[src/rtl/rx_decision_slicer.sv]
// 4-PAM decision slicer: picks one matched-filter sample per symbol at a programmable phase,
// slices it against a self-adjusting reference and tracks signal presence with a 2-state FSM.
module rx_decision_slicer #(
    parameter int AVG_LOG2 = 10,
    parameter int INIT_REF = 32768
) (
    input  logic               clk,
    input  logic               reset,
    input  logic               sam_clk_en,
    input  logic               sym_clk_en,
    input  logic [1:0]         phase_sel,
    input  logic signed [17:0] in,
    output logic [1:0]         sym_out,
    output logic signed [17:0] mapped_out,
    output logic signed [17:0] err_out,
    output logic               sym_valid,
    output logic signed [17:0] ref_level,
    output logic               locked
);

    localparam int ACCW    = 18 + AVG_LOG2;
    localparam int LOS_THR = INIT_REF >>> 3;
    localparam logic signed [19:0] MAX20 = 20'sd131071;
    localparam logic signed [19:0] MIN20 = -20'sd131072;

    typedef enum logic {ACQ = 1'b0, TRACK = 1'b1} state_t;

    function automatic logic signed [17:0] sat18(input logic signed [19:0] v);
        if (v > MAX20) return 18'sh1ffff;
        if (v < MIN20) return 18'sh20000;
        return v[17:0];
    endfunction

    // Phase tracking / capture qualification
    logic [1:0] p_q, p_d, lat_q, lat_d;
    logic       armed_q, armed_d;
    logic       qual_sym, capture;

    always_comb begin
        qual_sym = sam_clk_en & sym_clk_en;
        p_d      = p_q;
        if (sam_clk_en) begin
            if (sym_clk_en)        p_d = 2'd0;
            else if (p_q != 2'd3)  p_d = p_q + 2'd1;
        end
        lat_d   = qual_sym ? phase_sel : lat_q;
        armed_d = armed_q | qual_sym;
        capture = sam_clk_en & armed_d & (p_d == lat_d);
    end

    // Decision against the reference in effect at capture time
    logic signed [17:0] ref_q;
    logic signed [19:0] x20, r20, a20, a3_20, lvl20, err20;
    logic signed [17:0] mapped_d, err_d;
    logic [1:0]         sym_d;

    always_comb begin
        x20   = {{2{in[17]}}, in};
        r20   = {{2{ref_q[17]}}, ref_q};
        a20   = r20 >>> 1;
        a3_20 = r20 + a20;
        if (x20 >= r20) begin
            sym_d = 2'b10;
            lvl20 = a3_20;
        end else if (x20 >= 20'sd0) begin
            sym_d = 2'b11;
            lvl20 = a20;
        end else if (x20 >= -r20) begin
            sym_d = 2'b01;
            lvl20 = -a20;
        end else begin
            sym_d = 2'b00;
            lvl20 = -a3_20;
        end
        mapped_d = sat18(lvl20);
        err20    = x20 - {{2{mapped_d[17]}}, mapped_d};
        err_d    = sat18(err20);
    end

    // Reference averaging: saturating |x| into a block accumulator
    logic [16:0]         abs_x;
    logic [ACCW-1:0]     acc_q, acc_sum;
    logic [AVG_LOG2-1:0] cnt_q;
    logic [17:0]         avg;
    logic                block_end, good_blk;

    always_comb begin
        if (!in[17])               abs_x = in[16:0];
        else if (in == 18'sh20000) abs_x = 17'h1ffff;
        else                       abs_x = 17'(-in);
        acc_sum   = acc_q + ACCW'(abs_x);
        avg       = 18'(acc_sum >> AVG_LOG2);
        block_end = (cnt_q == '1);
        good_blk  = (avg >= 18'(LOS_THR));
    end

    state_t state_q;

    always_ff @(posedge clk) begin
        if (reset) begin
            state_q <= ACQ;
            ref_q   <= 18'(INIT_REF);
            acc_q   <= '0;
            cnt_q   <= '0;
        end else if (capture) begin
            cnt_q <= cnt_q + 1'b1;
            if (block_end) begin
                acc_q <= '0;
                if (good_blk) begin
                    ref_q   <= avg;
                    state_q <= TRACK;
                end else begin
                    // Loss of signal: fall back to the acquisition reference
                    ref_q   <= 18'(INIT_REF);
                    state_q <= ACQ;
                end
            end else begin
                acc_q <= acc_sum;
            end
        end
    end

    logic [1:0]         sym_q;
    logic signed [17:0] mapped_q, err_q;
    logic               vld_q;

    always_ff @(posedge clk) begin
        if (reset) begin
            p_q      <= 2'd0;
            lat_q    <= 2'd0;
            armed_q  <= 1'b0;
            vld_q    <= 1'b0;
            sym_q    <= 2'b00;
            mapped_q <= '0;
            err_q    <= '0;
        end else begin
            p_q     <= p_d;
            lat_q   <= lat_d;
            armed_q <= armed_d;
            vld_q   <= capture;
            if (capture) begin
                sym_q    <= sym_d;
                mapped_q <= mapped_d;
                err_q    <= err_d;
            end
        end
    end

    assign sym_out    = sym_q;
    assign mapped_out = mapped_q;
    assign err_out    = err_q;
    assign sym_valid  = vld_q;
    assign ref_level  = ref_q;
    assign locked     = (state_q == TRACK);

endmodule

[config.mk]
export PLATFORM = sky130hd
export DESIGN_NAME = rx_decision_slicer
export DESIGN_NICKNAME = d
export VERILOG_FILES = /design/src/rtl/rx_decision_slicer.sv
export SDC_FILE = /design/constraint.sdc
export NUM_CORES = 1
export LEC_CHECK = 0
export CORE_MARGIN = 5
export CORE_UTILIZATION = 40
export DETAILED_ROUTE_END_ITERATION = 8
export PLACE_DENSITY = 0.64
export SLEW_MARGIN = 20
export SYNTH_ARGS = -nofsm -noshare
export SYNTH_HDL_FRONTEND = slang
export SYNTH_SLANG_ARGS = --single-unit
[constraint.sdc]
create_clock -name clk -period 13.1 [get_ports clk]
set_input_delay 1.965 -clock clk [delete_from_list [all_inputs] [get_ports clk]]
set_output_delay 1.965 -clock clk [all_outputs]
set_load 0.005 [all_outputs]
---- Word-level counts from Yosys, hierarchy flattened ----
Index checks and enable logic that the tools add are counted.
word-level totals
  flip-flop bits (word level) ............. 101
  bits of input ports ..................... 24
  output and inout port bits .............. 58
cells by class
  add/subtract/negate cells ............... 9
  $lt $le $gt $ge ......................... 8
  equal/unequal tests ..................... 4
  mux-type cells .......................... 29
  bitwise gates (word level) .............. 4
  reductions and logical operators ........ 1
operators with widths
  kind                                                                 number
  2-to-1 mux 18 bit                                                    9
  2-to-1 mux 20 bit                                                    3
  2-to-1 mux 17 bit                                                    2
  adder 28 x 17 -> 28 bit                                              1
  2-to-1 mux 28 bit                                                    1
  greater-or-equal comparator 18 x 20 -> 1 bit                         1
  > comparator 20 x 18 -> 1 bit, second input constant                 1
  less-than comparator 20 x 18 -> 1 bit, second input constant         1
  negator 17 -> 20 bit                                                 1
  negator 18 -> 20 bit                                                 1
  negator 19 -> 20 bit                                                 1
  adder 18 x 17 -> 19 bit                                              1
  > comparator 19 x 18 -> 1 bit, second input constant                 1
  less-than comparator 19 x 18 -> 1 bit, second input constant         1
  subtractor 18 x 18 -> 19 bit                                         1
  == test 18 bit, second input constant                                1
  greater-or-equal comparator 18 x 1 -> 1 bit, second input constant   1
  greater-or-equal comparator 18 x 13 -> 1 bit, second input constant  1
  greater-or-equal comparator 18 bit                                   1
  negator 17 bit                                                       1
  2-to-1 mux 2 bit                                                     6
  adder 10 x 1 -> 10 bit, second input constant                        1
  == test 10 bit, second input constant                                1
  2-to-1 mux 1 bit                                                     8
  6 further kinds                                                      8

---- Longest topological paths before layout ----
Gate-level depths: netlist (run 1).
  depth after elaboration ................. 16
  depth in mapped cells ................... 36
  mapped depth without buffers ............ 31

---- Least setup slack after synthesis (run 1) ----
No wires, ideal clock.
  kind .................................... input-to-reg
  start ................................... input in[17]
  end ..................................... register err_q[11] (netlist: err_out[11])
  arrival ................................. 7.747 ns
  required time ........................... 13.026 ns
  setup slack ............................. 5.278 ns
  cell stages on the path ................. 26
  path buffers ............................ 4
  path through ............................ ha_1 -> nand4_1 -> or4_1 -> a21o_1 -> a31o_2 -> nand2_1 -> clkbuf_1 -> o22ai_1 -> o31ai_1 -> and3_4 -> a21o_1 -> clkbuf_1 -> and2_1 -> ha_1 -> nor2b_1 -> o21a_1 -> o21ai_0 -> a31oi_1 -> a21o_1 -> a2111oi_0 -> o31ai_1 -> o311a_1 -> clkbuf_1 -> or3_1 -> clkbuf_1 -> a31oi_1
between the ends
  longest elaborated chain between the ends .. 15
  elaborated cells on any way between the ends .. 23
  those cells by class .................... add/sub (1); order compare (7); mux (15)
RTL lines
  what                                          line  source
  start: declaration                            12    input logic signed [17:0] in,
  greater-or-equal comparator 18 x 20 -> 1 bit  68    end else if (x20 >= -r20) begin
  2-to-1 mux 20 bit                             68
  2-to-1 mux 20 bit                             65    end else if (x20 >= 20'sd0) begin
  2-to-1 mux 20 bit (*)                         62    if (x20 >= r20) begin
  less-than comparator 20 x 18 -> 1 bit         30    if (v < MIN20) return 18'sh20000;
  2-to-1 mux 1 bit (2 in a row)                 30
  2-to-1 mux 18 bit                             31    return v[17:0];
  2-to-1 mux 18 bit (*)                         30
  named net mapped_d[0]                         54    logic signed [17:0] mapped_d, err_d;
  subtractor 18 x 18 -> 19 bit (*)              76    err20 = x20 - {{2{mapped_d[17]}}, mapped_d};
  less-than comparator 19 x 18 -> 1 bit         30
  2-to-1 mux 1 bit (2 in a row)                 30
  2-to-1 mux 18 bit                             31
  2-to-1 mux 18 bit (*)                         30
  end signal: assignment                        144   err_q <= err_d;
  end: declaration                              124   logic signed [17:0] mapped_q, err_q;
The timed path passes the listed nets; every way through them passes the cells marked *. The select of a mux whose other input is x is not followed.
A chain may end at the register's enable or synchronous reset.

---- Final worst setup path (run 1) ----
  start ................................... input in[17]
  end ..................................... register err_q[5] (netlist: err_out[5])
between the ends
  longest elaborated chain between the ends .. 15
  elaborated cells on any way between the ends .. 23
  those cells by class .................... add/sub (1); order compare (7); mux (15)
RTL lines
  what                                          line
  greater-or-equal comparator 18 x 20 -> 1 bit  68
  2-to-1 mux 20 bit                             68
  2-to-1 mux 20 bit                             65
  2-to-1 mux 20 bit                             62
  less-than comparator 20 x 18 -> 1 bit         30
  2-to-1 mux 1 bit (2 in a row)                 30
  2-to-1 mux 18 bit                             31
  2-to-1 mux 18 bit                             30
  subtractor 18 x 18 -> 19 bit (*)              76
  less-than comparator 19 x 18 -> 1 bit         30
  2-to-1 mux 1 bit (2 in a row)                 30
  2-to-1 mux 18 bit                             31
  2-to-1 mux 18 bit (*)                         30
Mark *: on every way between the ends. The rest lies on a longest branch, timed or not. The select of a mux whose other input is x is not followed.

==> run_results.csv, run 1 <==
group,metric,value,unit
die,fp.dieH,166,microns
cts,hold_buffers,0,
yosys,synth.area.top_cells,"dfxtp_1, ha_1, a21oi_1",
pwr,p_sw_frac,0.342,
setup_path,critPathSlowestCell,"a2111oi_0",
yosys,synth_cell_types,78,
yosys,synth_edf_count,0,
cts,post_cts_buffers,0,
yosys,yosys.area.top_type_share,0.207,
cells_and_area,fill_cells,2394,
pwr,powerDensity,76.1,nW/um^2
global_routing,grt_pass1_wl,52000,microns
cts,cts_tree,"yes",
die,num_io_pins,82,
placed_design,dp_hpwl,25000,microns
cells_and_area,n_antenna_cell,0,
setup_path,crit_path_max_fanout,45,
cts,numCtsBuffers,9,
worst_hold_path,hold_class,"reg -> reg",
cts,cts_max_path_buffers,2,
cells_and_area,area_delta_synth_final,13.7,%
die,core-area,24200,sq um
pwr,vdd_drop_max,0.0553,mV
routing,drt_iter0_drc,701,
routing,dr.pass1.iters,5,
die,die_x,166,microns
timing,skew,0.00907,ns
cts,clock_latency,0.36,ns
placed_design,io_buffers,81,
yosys,async_reset_ff_frac,0,
yosys,syn_nets,1436,
timing,tightest_slew,0.922,ns
pwr,pwr-share-comb,0.299,
cts,numClockSinks,101,
timing,clock.fmax,105,MHz
timing,tns,0,ns
setup_path,worstPathRequired,13.38,ns
yosys,synth.avg_cell_area,7.51,sq um
cts,clkSlewWorstSetupHoldPaths,0.08,ns
yosys,synth-seq-cells,101,
setup_path,critPathLaunch,"in[17]",
yosys,syn_inst,1300,
yosys,ys_warn_count,0,
pwr,clkPwrFrac,0.319,
pwr,switching_power,0.289,mW
setup_path,cp-start-kind,"input port",
timing,finalCritPeriodShare,0.724,
routing,viasPerCell,5.94,
global_routing,grt-ovfl-total,0,
timing,final_hold_viol_count,0,
pwr,p_int,0.556,mW
timing,rsz0062_at_grt,"no",
global_routing,grt_pass1_vias,9427,
yosys,synth_top_area_cell,"dfxtp_1",
global_routing,grt_usage,0.229,
pwr,seqPwrFrac,0.382,
die,die_area,27600,sq um
cells_and_area,drive_gt1_frac,0.0372,
placed_design,placed_cell_area,10800,sq um
setup_path,critical_path_class,"in -> reg",
yosys,synth-main-ff-cell,"dfxtp_1",
routing,drt-total-wl,32400,microns
routing,drc,0,
run,cap_violations,0,
timing,slew_headroom,0.383,
cts,cts_resized,0,
global_routing,antenna_found_initial,0,
worst_hold_path,min-delay-start,"acc_q[6]$_SDFFE_PP0P_",
global_routing,grt_max_degree,63,
cells_and_area,fin_nets,1475,
cts,cts-root-buf,"clkbuf_16",
die,std_cell_rows,57,
setup_path,endpoint_kind,"flip-flop",
placed_design,place.gp.congestion,0.942,
timing,finalSetupViolations,0,
pwr,p_leak,4.48,nW
timing,fin_crit,9.48,ns
routing,antenna_left,0,
pwr,power.total,0.846,mW
die,start_util,0.404,
worst_hold_path,hold_path_depth,2,
cells_and_area,seqCellArea,2020,sq um
setup_path,critPathArrivalTime,9.76,ns
setup_path,cpPeakStageDelay,0.70,ns
outcome,outcome,"finished clean",
cells_and_area,multi_input_area,7310,sq um
routing,wl_per_cell,19.4,microns
cts,htreeDepth,3,
routing,num_vias,9911,
setup_path,timing.rr.start,"ref_level[2]$_SDFFE_PP0P_",
cells_and_area,design_area,11100,sq um
setup_path,rr_worst_depth,29,
timing,slew_violations,0,
yosys,seq_area_frac_synth,0.207,
yosys,syn-cell-area,9770,sq um
[layout make-up]
cell class | instances | share of cell area
clock buffers | 9 | 0.0203
clock inverters | 7 | 0.00631
well taps | 324 | 0.0365
repair buffers | 90 | 0.0786
flip-flops and latches | 101 | 0.182
inverters | 52 | 0.0176
multi-input cells | 1085 | 0.659
[kinds of logic after synthesis]
logic type	share of synthesized area
compound gates	0.286
flops	0.207
mux	0.0105
simple gates	0.223
xor+xnor	0.0762
buf+inv	0.0453
fa+ha+maj	0.152
[layer usage]
layer,vias to the layer above,global-route usage,part of all wire
met1,4673,0.303,0.44
met2,321,0.392,0.48
met5,-,0,0
met4,0,0.0598,0.026
met3,59,0.0321,0.054
li1,4858,-,-
[through the flow]
step	utilization	instances	setup slack, ns	hold WS [ns]
2_1_floorplan	-	1300	5.28	0.436
3_3_place_gp	0.447	1652	3.66	0.443
3_5_place_dp	0.447	1652	3.48	0.449
4_1_cts	0.459	1668	3.80	0.460
5_1_grt	0.459	1668	3.00	0.476
6_report	0.459	1668	3.62	0.458
[layout by cell type (no fill, tap or decap), drive strengths merged, types with 6 or more instances in the layout]
| master | Yosys | final |
|---|---|---|
| clkdlybuf4s50 | 0 | 80 |
| nor3b | 12 | 12 |
| nor3 | 30 | 30 |
| nand4 | 19 | 19 |
| maj3 | 6 | 6 |
| a21o | 32 | 32 |
| dfxtp | 101 | 101 |
| buf | 8 | 10 |
| a22oi | 16 | 16 |
| and3 | 14 | 14 |
| or2 | 6 | 6 |
| ha | 109 | 109 |
| a21oi | 115 | 115 |
| mux2i | 8 | 8 |
| inv | 52 | 54 |
| nand2b | 15 | 15 |
| nor2 | 115 | 115 |
| or3 | 17 | 17 |
| xnor2 | 52 | 52 |
| a22o | 15 | 15 |
| o31ai | 15 | 15 |
| nor2b | 21 | 21 |
| o21ai | 96 | 96 |
| nand2 | 121 | 121 |
| nand3 | 38 | 38 |
| o211ai | 13 | 13 |
| a211oi | 25 | 25 |
| xor2 | 33 | 33 |
| clkbuf | 54 | 9 |
| a221oi | 10 | 10 |
| and2 | 10 | 10 |
| a31oi | 14 | 14 |
| a32o | 7 | 7 |
| nor4 | 9 | 9 |
| o21a | 15 | 15 |
[power by group through the flow]
stage	registers, mW	clock network [mW]	logic [mW]
after floorplan	0.330	0	0.173
after global placement	0.330	0	0.247
after detailed placement	0.331	0	0.249
after CTS	0.323	0.278	0.250
after global routing	0.325	0.289	0.279
final	0.323	0.269	0.253
[worst max-delay path, delay by kind of cell]
family / cells / cell delay (ns)
AO/OA/AOI/OAI: 12 / 3.79
AND/OR/NAND/NOR: 7 / 1.95
buffers and inverters: 3 / 1.08
adder cells (fa/ha/maj): 2 / 0.59
multiplexers: 1 / 0.32
[cell usage after synthesis, drive strengths merged, types with 16 or more instances]
cell type,n
clkbuf,54
or3,17
inv,52
nor2b,21
nand3,38
a211oi,25
nor2,115
a21oi,115
dfxtp,101
nand2,121
xnor2,52
a21o,32
o21ai,96
nor3,30
a22oi,16
nand4,19
ha,109
xor2,33
[flip-flops by register name, summed over array words and instances (netlist names)]
| register | count |
|---|---|
| acc_q | 28 |
| err_out | 18 |
| mapped_out | 18 |
| ref_level | 18 |
| cnt_q | 10 |
| lat_q | 2 |
| p_q | 2 |
| sym_out | 2 |
| armed_q | 1 |
| locked | 1 |
| sym_valid | 1 |
[final timing paths]
path / endpoint / slack [ns]
max reg2reg: err_out[5]$_SDFFE_PP0P_ / 3.93
min reg2reg: acc_q[6]$_SDFFE_PP0P_ / 0.46
max: err_out[5]$_SDFFE_PP0P_ / 3.62
min: acc_q[6]$_SDFFE_PP0P_ / 0.46
Power figures use the tool's default switching activity.
==> run 2, diff against run 1 <==
- clock period: 13.1 -> 8.9 ns (I/O delays scaled with it)
==> run 2 against run 1 <==
Against the previous run: worst setup slack lost 3.1 ns; highest routed layer unchanged; register-to-register slack lost 3.4 ns; sequential cell count is the same; critical endpoint unchanged; non-clock buffer count grew 14; worst hold slack gained 0.0069 ns; count of clock-buffer cells in the layout grew 1; critical path type is now reg -> reg; combinational power grew 53%; critical path depth grew 6.
==> run_results.csv, run 2 (synthesis gave the netlist of run 1 again) <==
group,metric,value,unit
outcome,outcome,"finished clean",
cells_and_area,multi_input_area,7330,sq um
cells_and_area,final_cell_mix,"nand2_1, nor2_1, a21oi_1",
cts,numCtsBuffers,9,
cts,hold_buffers,0,
placed_design,dp_hpwl,25600,microns
timing,rsz0062_at_grt,"no",
setup_path,critPathSlowestCell,"or4_1",
routing,dr.pass1.iters,6,
routing,viasPerCell,5.91,
global_routing,grt_pass1_vias,9458,
setup_path,cpPeakStageDelay,0.54,ns
pwr,p_int,0.824,mW
cts,htreeDepth,3,
cells_and_area,drive_gt1_frac,0.0479,
die,fp.dieH,166,microns
cells_and_area,area_delta_synth_final,14.9,%
cells_and_area,n_antenna_cell,0,
cts,cts-root-buf,"clkbuf_16",
setup_path,path_common_cell,"ha_1",
timing,tns,0,ns
pwr,vdd_drop_max,0.0884,mV
cells_and_area,layout_commonest_cell,"nand2_1",
cells_and_area,seqCellArea,2020,sq um
timing,fin_crit,8.36,ns
die,die_x,166,microns
pwr,pwr-share-comb,0.306,
run,cap_violations,0,
cts,clkSlewWorstSetupHoldPaths,0.08,ns
pwr,switching_power,0.440,mW
routing,antenna_left,0,
routing,drt_iter0_drc,1003,
placed_design,post-place-ws,0.332,ns
routing,drt-total-wl,32700,microns
timing,finalSetupViolations,0,
timing,final_hold_viol_count,0,
die,die_area,27600,sq um
setup_path,critical_path_class,"reg -> reg",
setup_path,cp-start-kind,"flip-flop",
routing,num_vias,9947,
timing,tightest_slew,1.04,ns
placed_design,io_buffers,81,
cts,post_cts_buffers,0,
global_routing,grt-ovfl-total,0,
cts,numClockSinks,101,
timing,slew_violations,0,
cells_and_area,fin_nets,1489,
cells_and_area,regMostFlops,"acc_q",
pwr,p_leak,4.54,nW
pwr,p_sw_frac,0.348,
placed_design,place.gp.congestion,1.05,
cells_and_area,largest_reg_flops,28,
pwr,powerDensity,113,nW/um^2
timing,slew_headroom,0.307,
timing,skew,0.0116,ns
setup_path,worstPathRequired,9.18,ns
cts,cts_tree,"yes",
pwr,clkPwrFrac,0.318,
setup_path,endpoint_kind,"flip-flop",
global_routing,grt_pass1_wl,51600,microns
timing,clock.fmax,120,MHz
global_routing,grt_max_degree,63,
cts,cts_max_path_buffers,2,
routing,wl_per_cell,19.5,microns
routing,drc,0,
global_routing,antenna_found_initial,0,
global_routing,grt_usage,0.228,
die,num_io_pins,82,
die,core-area,24200,sq um
setup_path,critPathArrivalTime,8.64,ns
die,start_util,0.404,
pwr,seqPwrFrac,0.376,
timing,setup_ws,0.538,ns
worst_hold_path,hold_class,"reg -> reg",
cells_and_area,fill_cells,2437,
cts,clock_latency,0.36,ns
die,std_cell_rows,57,
setup_path,crit_path_max_fanout,10,
timing,finalCritPeriodShare,0.940,
==> run 2: power by group through the flow <==
stage / combinational (mW) / clock [mW] / sequential, mW
2_1_floorplan: 0.255 / 0 / 0.485
3_3_place_gp: 0.376 / 0 / 0.486
3_5_place_dp: 0.377 / 0 / 0.487
4_1_cts: 0.380 / 0.408 / 0.476
5_1_grt: 0.424 / 0.428 / 0.478
6_report: 0.387 / 0.402 / 0.476
==> run 2: metrics by stage <==
step	hold WS, ns	instances	instance area, sq um	util	power [mW]
2_1_floorplan	0.436	1300	9770	-	0.740
3_3_place_gp	0.446	1666	10900	0.451	0.862
3_5_place_dp	0.457	1666	10900	0.451	0.863
4_1_cts	0.471	1682	11200	0.464	1.26
5_1_grt	0.483	1682	11200	0.464	1.33
6_report	0.464	1682	11200	0.464	1.26
==> run 2: worst paths after layout <==
path	slack, ns	end	start	cells after the start
setup reg to reg	0.54	err_out[5]$_SDFFE_PP0P_	ref_level[8]$_SDFFE_PP0P_	31
hold / removal	0.46	acc_q[6]$_SDFFE_PP0P_	acc_q[6]$_SDFFE_PP0P_	2
hold reg to reg	0.46	acc_q[6]$_SDFFE_PP0P_	acc_q[6]$_SDFFE_PP0P_	2
setup / recovery	0.54	err_out[5]$_SDFFE_PP0P_	ref_level[8]$_SDFFE_PP0P_	31
==> run 2: final cells by class <==
class	count	area share
well taps	324	0.0361
clock inverters	6	0.00569
repair buffers	104	0.0872
inverters	52	0.0174
multi-input cells	1085	0.653
flip-flops and latches	101	0.180
clock buffers	10	0.0204
==> run 2: routing by layer <==
| metal | GRT usage | wire, microns |
|---|---|---|
| met1 | 0.301 | 14800 |
| met2 | 0.387 | 15300 |
| met3 | 0.0279 | 1670 |
| met4 | 0.0758 | 1060 |
| met5 | 0 | 0 |
==> run 2: critical path, delay by kind of cell (launching register included) <==
kind,cells,cell delay (ns)
multiplexers,1,0.17
AO/OA/AOI/OAI,13,3.19
adder cells (fa/ha/maj),4,1.26
buffers and inverters,1,0.22
AND/OR/NAND/NOR,11,2.82
flip-flops,1,0.47
XOR/XNOR,1,0.12
==> run 2: timing repair <==
action                                 in CTS  in global routing
gates resized for setup                     0                  3
endpoints found under the hold margin       0                  0
setup endpoints to repair                   0                 10
